**src/rtl/sdram_ctrl_pkg.sv**
```systemverilog
// Shared types for the SDRAM controller: pin-level command encodings and sequencer states.
package sdram_ctrl_pkg;

    // Bits [2:0] are {RAS#, CAS#, WE#}. Bit 3 only tells PREA apart from PRE;
    // the pin driver drops it and uses A10 instead.
    typedef enum logic [3:0] {
        CMD_NOP  = 4'b0111,
        CMD_ACT  = 4'b0011,
        CMD_RD   = 4'b0101,
        CMD_WR   = 4'b0100,
        CMD_PRE  = 4'b0010,
        CMD_PREA = 4'b1010
    } sdram_cmd_t;

    typedef enum logic [1:0] {
        S_IDLE,
        S_PRE_WAIT,
        S_ACT_WAIT,
        S_PREA_WAIT
    } seq_state_t;

    function automatic int max_int(input int a, input int b);
        return (a > b) ? a : b;
    endfunction

endpackage

```
**src/rtl/sdram_open_row_table.sv**
```systemverilog
// Per-bank open-row tracking: a valid bit and row tag per bank, with a
// combinational hit/valid lookup.
module sdram_open_row_table #(
    parameter int BA_SIZE   = 2,
    parameter int MAX_RSIZE = 13
) (
    input  logic                 clk_i,
    input  logic                 rst_i,
    input  logic [BA_SIZE-1:0]   bank_i,
    input  logic [MAX_RSIZE-1:0] row_i,
    input  logic                 set_i,
    input  logic                 clr_i,
    input  logic                 clr_all_i,
    output logic                 valid_o,
    output logic                 hit_o
);
    localparam int NB = 1 << BA_SIZE;

    logic [NB-1:0]        valid_q;
    logic [MAX_RSIZE-1:0] tag_q [NB];

    always_ff @(posedge clk_i) begin
        if (rst_i) begin
            valid_q <= '0;
            for (int b = 0; b < NB; b++) tag_q[b] <= '0;
        end else if (clr_all_i) begin
            valid_q <= '0;
        end else if (set_i) begin
            valid_q[bank_i] <= 1'b1;
            tag_q[bank_i]   <= row_i;
        end else if (clr_i) begin
            valid_q[bank_i] <= 1'b0;
        end
    end

    assign valid_o = valid_q[bank_i];
    assign hit_o   = valid_q[bank_i] && (tag_q[bank_i] == row_i);

endmodule

```
**src/rtl/sdram_cmd_sequencer.sv**
```systemverilog
// Turns bank/row/column requests into PRECHARGE/ACTIVATE/READ/WRITE sequences,
// tracking open rows per bank; precharge-all requests take priority.
//
// state       | meaning
// S_IDLE      | sample requests; row hits issue RD/WR directly
// S_PRE_WAIT  | PRECHARGE issued, waiting TRP before ACTIVATE
// S_ACT_WAIT  | ACTIVATE issued, waiting TRCD before RD/WR
// S_PREA_WAIT | PRECHARGE-all issued, waiting TRP before pall_ack_o
module sdram_cmd_sequencer
    import sdram_ctrl_pkg::*;
#(
    parameter int BA_SIZE   = 2,
    parameter int MAX_RSIZE = 13,
    parameter int MAX_CSIZE = 11,
    parameter int TRP       = 3,
    parameter int TRCD      = 3
) (
    input  logic                 clk_i,
    input  logic                 rst_i,
    input  logic                 req_i,
    input  logic                 we_i,
    input  logic [BA_SIZE-1:0]   bank_i,
    input  logic [MAX_RSIZE-1:0] row_i,
    input  logic [MAX_CSIZE-1:0] column_i,
    output logic                 ack_o,
    input  logic                 pall_req_i,
    output logic                 pall_ack_o,
    output sdram_cmd_t           cmd_o,
    output logic [BA_SIZE-1:0]   cmd_ba_o,
    output logic [MAX_RSIZE-1:0] cmd_addr_o
);
    localparam int                   CW        = $clog2(max_int(TRP, TRCD) + 1);
    localparam logic [CW-1:0]        TRP_LOAD  = CW'(TRP - 1);
    localparam logic [CW-1:0]        TRCD_LOAD = CW'(TRCD - 1);
    localparam logic [MAX_RSIZE-1:0] A10_ADDR  = MAX_RSIZE'(1) << 10;

    seq_state_t           state_q, state_n;
    logic [CW-1:0]        cnt_q, cnt_n;
    sdram_cmd_t           cmd_n, col_cmd;
    logic [BA_SIZE-1:0]   ba_n;
    logic [MAX_RSIZE-1:0] addr_n, col_addr;
    logic                 ack_n, pall_ack_n;
    logic                 tbl_set, tbl_clr, tbl_clr_all, tbl_valid, tbl_hit;

    sdram_open_row_table #(
        .BA_SIZE   (BA_SIZE),
        .MAX_RSIZE (MAX_RSIZE)
    ) u_row_table (
        .clk_i     (clk_i),
        .rst_i     (rst_i),
        .bank_i    (bank_i),
        .row_i     (row_i),
        .set_i     (tbl_set),
        .clr_i     (tbl_clr),
        .clr_all_i (tbl_clr_all),
        .valid_o   (tbl_valid),
        .hit_o     (tbl_hit)
    );

    // A10 is skipped so column commands never request auto-precharge.
    always_comb begin
        col_addr = '0;
        for (int i = 0; i < MAX_CSIZE; i++) begin
            col_addr[(i < 10) ? i : i + 1] = column_i[i];
        end
    end

    assign col_cmd = we_i ? CMD_WR : CMD_RD;

    always_comb begin
        state_n     = state_q;
        cnt_n       = cnt_q;
        cmd_n       = CMD_NOP;
        ba_n        = cmd_ba_o;
        addr_n      = cmd_addr_o;
        ack_n       = 1'b0;
        pall_ack_n  = 1'b0;
        tbl_set     = 1'b0;
        tbl_clr     = 1'b0;
        tbl_clr_all = 1'b0;

        case (state_q)
            S_IDLE: begin
                // The cycle carrying an ack still sees the old request; skip it.
                if (!ack_o && !pall_ack_o) begin
                    if (pall_req_i) begin
                        cmd_n       = CMD_PREA;
                        addr_n      = A10_ADDR;
                        tbl_clr_all = 1'b1;
                        cnt_n       = TRP_LOAD;
                        state_n     = S_PREA_WAIT;
                    end else if (req_i) begin
                        ba_n = bank_i;
                        if (tbl_hit) begin
                            cmd_n  = col_cmd;
                            addr_n = col_addr;
                            ack_n  = 1'b1;
                        end else if (!tbl_valid) begin
                            cmd_n   = CMD_ACT;
                            addr_n  = row_i;
                            tbl_set = 1'b1;
                            cnt_n   = TRCD_LOAD;
                            state_n = S_ACT_WAIT;
                        end else begin
                            cmd_n   = CMD_PRE;
                            addr_n  = '0;
                            tbl_clr = 1'b1;
                            cnt_n   = TRP_LOAD;
                            state_n = S_PRE_WAIT;
                        end
                    end
                end
            end
            S_PRE_WAIT: begin
                if (cnt_q == '0) begin
                    cmd_n   = CMD_ACT;
                    ba_n    = bank_i;
                    addr_n  = row_i;
                    tbl_set = 1'b1;
                    cnt_n   = TRCD_LOAD;
                    state_n = S_ACT_WAIT;
                end else begin
                    cnt_n = cnt_q - 1'b1;
                end
            end
            S_ACT_WAIT: begin
                if (cnt_q == '0) begin
                    cmd_n   = col_cmd;
                    ba_n    = bank_i;
                    addr_n  = col_addr;
                    ack_n   = 1'b1;
                    state_n = S_IDLE;
                end else begin
                    cnt_n = cnt_q - 1'b1;
                end
            end
            S_PREA_WAIT: begin
                if (cnt_q == '0) begin
                    pall_ack_n = 1'b1;
                    state_n    = S_IDLE;
                end else begin
                    cnt_n = cnt_q - 1'b1;
                end
            end
            default: state_n = S_IDLE;
        endcase
    end

    always_ff @(posedge clk_i) begin
        if (rst_i) begin
            state_q    <= S_IDLE;
            cnt_q      <= '0;
            cmd_o      <= CMD_NOP;
            cmd_ba_o   <= '0;
            cmd_addr_o <= '0;
            ack_o      <= 1'b0;
            pall_ack_o <= 1'b0;
        end else begin
            state_q    <= state_n;
            cnt_q      <= cnt_n;
            cmd_o      <= cmd_n;
            cmd_ba_o   <= ba_n;
            cmd_addr_o <= addr_n;
            ack_o      <= ack_n;
            pall_ack_o <= pall_ack_n;
        end
    end

endmodule
```
**config.mk**
```make
export PLATFORM = sky130hd
export DESIGN_NAME = sdram_cmd_sequencer
export DESIGN_NICKNAME = d
export VERILOG_FILES = /design/src/rtl/sdram_ctrl_pkg.sv /design/src/rtl/sdram_open_row_table.sv /design/src/rtl/sdram_cmd_sequencer.sv
export SDC_FILE = /design/constraint.sdc
export NUM_CORES = 1
export LEC_CHECK = 0
export ABC_AREA = 1
export ABC_CLOCK_PERIOD_IN_PS = 11000
export CORE_ASPECT_RATIO = 1.25
export CORE_MARGIN = 3
export CORE_UTILIZATION = 48
export CTS_BUF_LIST = sky130_fd_sc_hd__clkbuf_4 sky130_fd_sc_hd__clkbuf_8
export CTS_CLUSTER_SIZE = 10
export DETAILED_ROUTE_END_ITERATION = 10
export PLACE_DENSITY = 0.78
export SLEW_MARGIN = 5
export SYNTH_ARGS = -nofsm -noshare
export SYNTH_HDL_FRONTEND = slang
export SYNTH_HIERARCHICAL = 1
export SYNTH_SLANG_ARGS = --single-unit
export TNS_END_PERCENT = 10
```
**constraint.sdc**
```tcl
create_clock -name clk_i -period 11 [get_ports clk_i]
set_clock_uncertainty 0.05 [all_clocks]
set_input_delay 2.2 -clock clk_i [delete_from_list [all_inputs] [get_ports clk_i]]
set_output_delay 2.2 -clock clk_i [all_outputs]
set_load 0.05 [all_outputs]
```
Word level (Yosys, flattened, before mapping)
Memories as Yosys holds them, arrays and structs flattened.
Index checks and enable logic that the tools add are counted.
- add/sub/neg operators: 1
- $lt $le $gt $ge: 2
- equality and inequality tests: 14
- multiplexer cells: 73
- bitwise gates (word level): 4
- reduce and logical (&&, ||, !) cells: 19
- operators by type and width (cell ; count):
    $mux 13 ; 8
    $pmux 13 s3 ; 1
    $mux 2 ; 19
    $mux 1 ; 30
    $mux 4 ; 4
    $reduce_and 5->1 ; 3
    $eq 13x13->1 ; 1
    $reduce_or 13->1 ; 1
    $ne 2x2->1 const B ; 6
    $pmux 2 s3 ; 2
    $pmux 4 s3 ; 1
    $mux 3 ; 3
    $reduce_or 2->1 ; 4
    $ne 3x3->1 const B ; 2
    $and 4x4->4 ; 1
    $eq 2x2->1 const B ; 2
    $logic_not 2->1 ; 2
    $ne 2x1->1 const B ; 2
    $not 4->4 ; 1
    $or 4x4->4 ; 1
    $pmux 1 s2 ; 2
    $pmux 2 s2 ; 1
    $reduce_and 4->1 ; 1
    $reduce_bool 2->1 ; 2
    10 further kinds ; 13
- bits in registers: 29
- memory bits (writable): 52
- input bits: 31
- output and inout bits: 21
- word-level logic and storage cells: 122
- memories kept: 1
- memory list (memory ; depth ; bits a word ; rd ports ; clocked after memory_dff ; write ports ; RTL line ; text):
    u_row_table.tag_q ; 4 ; 13 ; 1 ; 0 ; 4 ; sdram_open_row_table.sv:20 ; logic [MAX_RSIZE-1:0] tag_q [NB];

Longest topological paths before layout
- depth in word-level cells: 14
- mapped depth: 24
- gate-level depth less buffers: 20

Modules after synthesis
Netlist, hierarchy kept.
- modules (own cells, without submodules) (module ; times used ; cells each ; area an instance (um^2) ; seq. area each (um^2)):
    sdram_open_row_table ; 1 ; 341 ; 2803.9 ; 1641.6
    sdram_cmd_sequencer ; 1 ; 312 ; 1761.7 ; 500.5

Worst setup path before layout
OpenSTA, ideal clock, no wires.
- path type: input to register
- start point: input bank_i[0]
- end point: memory u_row_table.tag_q[3][0], enable pin
- library setup time: 404 ps
- arrival time: 4694 ps
- required time: 10546 ps
- slack: 5852 ps
- stages: 19
- path buffers: 4
- cell sequence: buf_6 inv_6 buf_6 nand2_1 nand2_1 nand2_1 nand2_1 nand2_1 nand2_1 nor2_1 nand3_1 nor2_1 clkbuf_2 buf_2 nor2_1 nand3_1 o22ai_1 inv_1 o31ai_1
- RTL lines (element ; RTL line ; text):
    from (decl) ; sdram_cmd_sequencer.sv:22 ; input logic [BA_SIZE-1:0] bank_i,
    to (decl) ; sdram_open_row_table.sv:20 ;

==> results.json <==
{
  "ant_nets": 0,
  "ys_seq_elements": 81,
  "min_period_ns": 6.11,
  "cts_sinks": 81,
  "combinationalPowerShare_pct": 43.4,
  "fin_crit_sh_pct": 55.6,
  "ys_types": 28,
  "nNetsFinal": 731,
  "wl_per_cell_microns": 14.3,
  "die_h_microns": 115,
  "cts_max_level": 3,
  "netSwitchingPower_mw": 0.452,
  "p_per_area_nw_per_um2": 207,
  "clk_latency_ns": 0.37,
  "dieWidth_microns": 93.2,
  "syn-cell-area_sq_um": 4570,
  "hold_buffers": 0,
  "crit_path_max_fanout": 20,
  "setup_violations": 0,
  "cp-end-kind": "register",
  "antenna_found_initial": 0,
  "setup_tns_ns": 0,
  "area_growth_pct": 15.6,
  "crit_required_ns": 10.95,
  "max_clock_freq_mhz": 164,
  "slew_headroom_pct": 47.3,
  "avgViaCountPerCell": 5.14,
  "vdd_drop_max_uv": 188,
  "tightestPinTransition_ns": 0.788,
  "post_cts_buffers": 0,
  "grt_use_total_pct": 23.1,
  "grt_max_degree": 34,
  "start_util_pct": 49.5,
  "cts_repair_resize_count": 0,
  "power_mw": 1.09,
  "cts_tree": "done",
  "critPathLaunchType": "input port",
  "hold_viol": 0,
  "path_class": "input port to register",
  "grt_pass1_vias": 4108,
  "cp.arrival_ns": 6.06,
  "power_leakage_nw": 2.54,
  "numCtsBuffers": 9,
  "final.setup.worst_slack_ns": 4.89,
  "hpwl_microns": 8440,
  "syn_inst": 653,
  "p_clk_share_pct": 20.2,
  "p_seq_share_pct": 36.4,
  "ys_seq_area_share_pct": 46.9,
  "drc": 0,
  "vias": 4218,
  "clk_path_buf_depth": 2,
  "routed_wl_microns": 11700,
  "preCtsSetupSlack_ns": 4.59,
  "fin_util_pct": 57.2,
  "fillers": 871,
  "overflow": 0,
  "dieArea_sq_um": 10700,
  "seq_area_sq_um": 2140,
  "hp-class": "register to register",
  "syn_area_per_cell_sq_um": 6.99,
  "final_common_cell": "nand2_1",
  "p_int_mw": 0.640,
  "num_rows": 39,
  "drive_gt1_share_pct": 4.73,
  "max_cap_viol_count": 0,
  "status": "finished clean",
  "coreArea_sq_um": 9220,
  "slew_violations": 0,
  "clock_tree.root_cell": "clkbuf_8",
  "n_antenna_cell": 0,
  "gp_congestion": 0.967,
  "grt_pass1_wl_microns": 19300,
  "swShare_pct": 41.4,
  "multiInputGateArea_sq_um": 2040,
  "io_pins": 52,
  "worst_hold_slack_ns": 0.430,
  "ys.warnings.count": 6,
  "synth_nets": 691,
  "drt_iter0_drc": 332,
  "grt_setup_unrepaired": "no",
  "dr.pass1.iters": 6,
  "cts.clk_slew.worst_paths_ns": 0.08,
  "layout_common_cells": "nand2_1, nor2_1, inv_1, edfxtp_1, clkdlybuf4s50_1",
  "portBuffers": 51
}
==> final cells by class <==
type | instances | area share [%]
Inverter | 57 | 4.15
Sequential cell | 81 | 40.6
Multi-Input combinational cell | 490 | 38.6
Clock inverter | 4 | 0.806
Timing Repair Buffer | 54 | 10.1
Clock buffer | 12 | 2.89
Tap cell | 123 | 2.92
==> layer usage <==
| metal | vias to the layer above | part of all wire [%] | GRT usage (%) |
|---|---|---|---|
| met3 | 40 | 5.6 | 3.86 |
| met2 | 161 | 49 | 39.3 |
| met5 | - | 0 | 0 |
| li1 | 2096 | - | - |
| met4 | 0 | 4.2 | 14.7 |
| met1 | 1921 | 41 | 27.1 |
==> cells by family after synthesis <==
logic type	count (synthesis)	synth area share, %
buffers and inverters	82	8.60
flip-flops	81	46.9
AO/OA/AOI/OAI	28	3.29
adder cells (fa/ha/maj)	7	1.92
AND/OR/NAND/NOR	455	39.3
==> cell usage after synthesis <==
cell | number | area [sq um]
o22ai_1 | 3 | 18.8
ha_1 | 7 | 87.6
nand2_2 | 4 | 25.0
nor3_1 | 4 | 20.0
nand2_1 | 289 | 1080
nor4_1 | 1 | 6.26
nand4_1 | 1 | 6.26
nand3b_1 | 1 | 7.51
nor2_2 | 1 | 6.26
buf_4 | 10 | 75.1
clkbuf_1 | 1 | 3.75
nor2_4 | 2 | 22.5
o31ai_1 | 1 | 7.51
a21oi_1 | 17 | 85.1
nand2_4 | 1 | 11.3
nor2_1 | 123 | 462
inv_6 | 1 | 8.76
nand3_1 | 27 | 135
buf_6 | 4 | 45.0
inv_1 | 52 | 195
or2_2 | 1 | 6.26
edfxtp_1 | 52 | 1560
inv_2 | 4 | 15.0
dfxtp_1 | 29 | 581
buf_2 | 9 | 45.0
clkbuf_2 | 1 | 5.00
o21ai_2 | 1 | 8.76
o21ai_0 | 6 | 30.0
==> flip-flops by register name, summed over array words and instances, names as in the netlist, named ones only <==
name and flops:
u_row_table/tag_q 52, cmd_addr_o 13, cmd_o 4, cmd_ba_o 2
cnt_q 2, state_q 2, ack_o 1, pall_ack_o 1
==> worst paths after layout <==
check	from	to	slack, ns	cells past startpoint
setup / recovery	bank_i[1]	u_row_table/tag_q[0][6]	4.89	18
hold / removal	register	register	0.43	2
setup reg to reg	u_row_table/tag_q[1][12]	u_row_table/tag_q[0][6]	7.55	18
hold reg to reg	register	register	0.43	2
==> power by group through the flow <==
stage	Clock (mW)	Sequential (mW)	Combinational, mW
final	0.220	0.398	0.474
after global routing	0.236	0.403	0.531
after CTS	0.226	0.398	0.473
after detailed placement	0	0.405	0.471
after global placement	0	0.403	0.462
after floorplan	0	0.487	0.278
==> stage by stage <==
stage / instances / instance area (sq um)
floorplan: 653 / 4570
global route: 821 / 5280
finish: 821 / 5280
CTS: 821 / 5280
global placement: 805 / 5080
detailed placement: 805 / 5080
==> critical path, stage by stage <==
cell and delay (ns):
clkdlybuf4s50_1 0.98, inv_2 0.28, nand2_1 0.19, nand2_1 0.07, nand2_1 0.06, nand2_1 0.06, nand2_1 0.09, nor2_1 0.04
nand2_1 0.06, nor2_1 0.05, buf_4 0.20, nor2_1 0.11, nand3_1 0.09, o22ai_1 0.14, inv_1 0.08, nor2_1 0.24
nand2_1 0.42, nand2_1 0.68
Note: power is estimated with default switching activity, not from simulation.
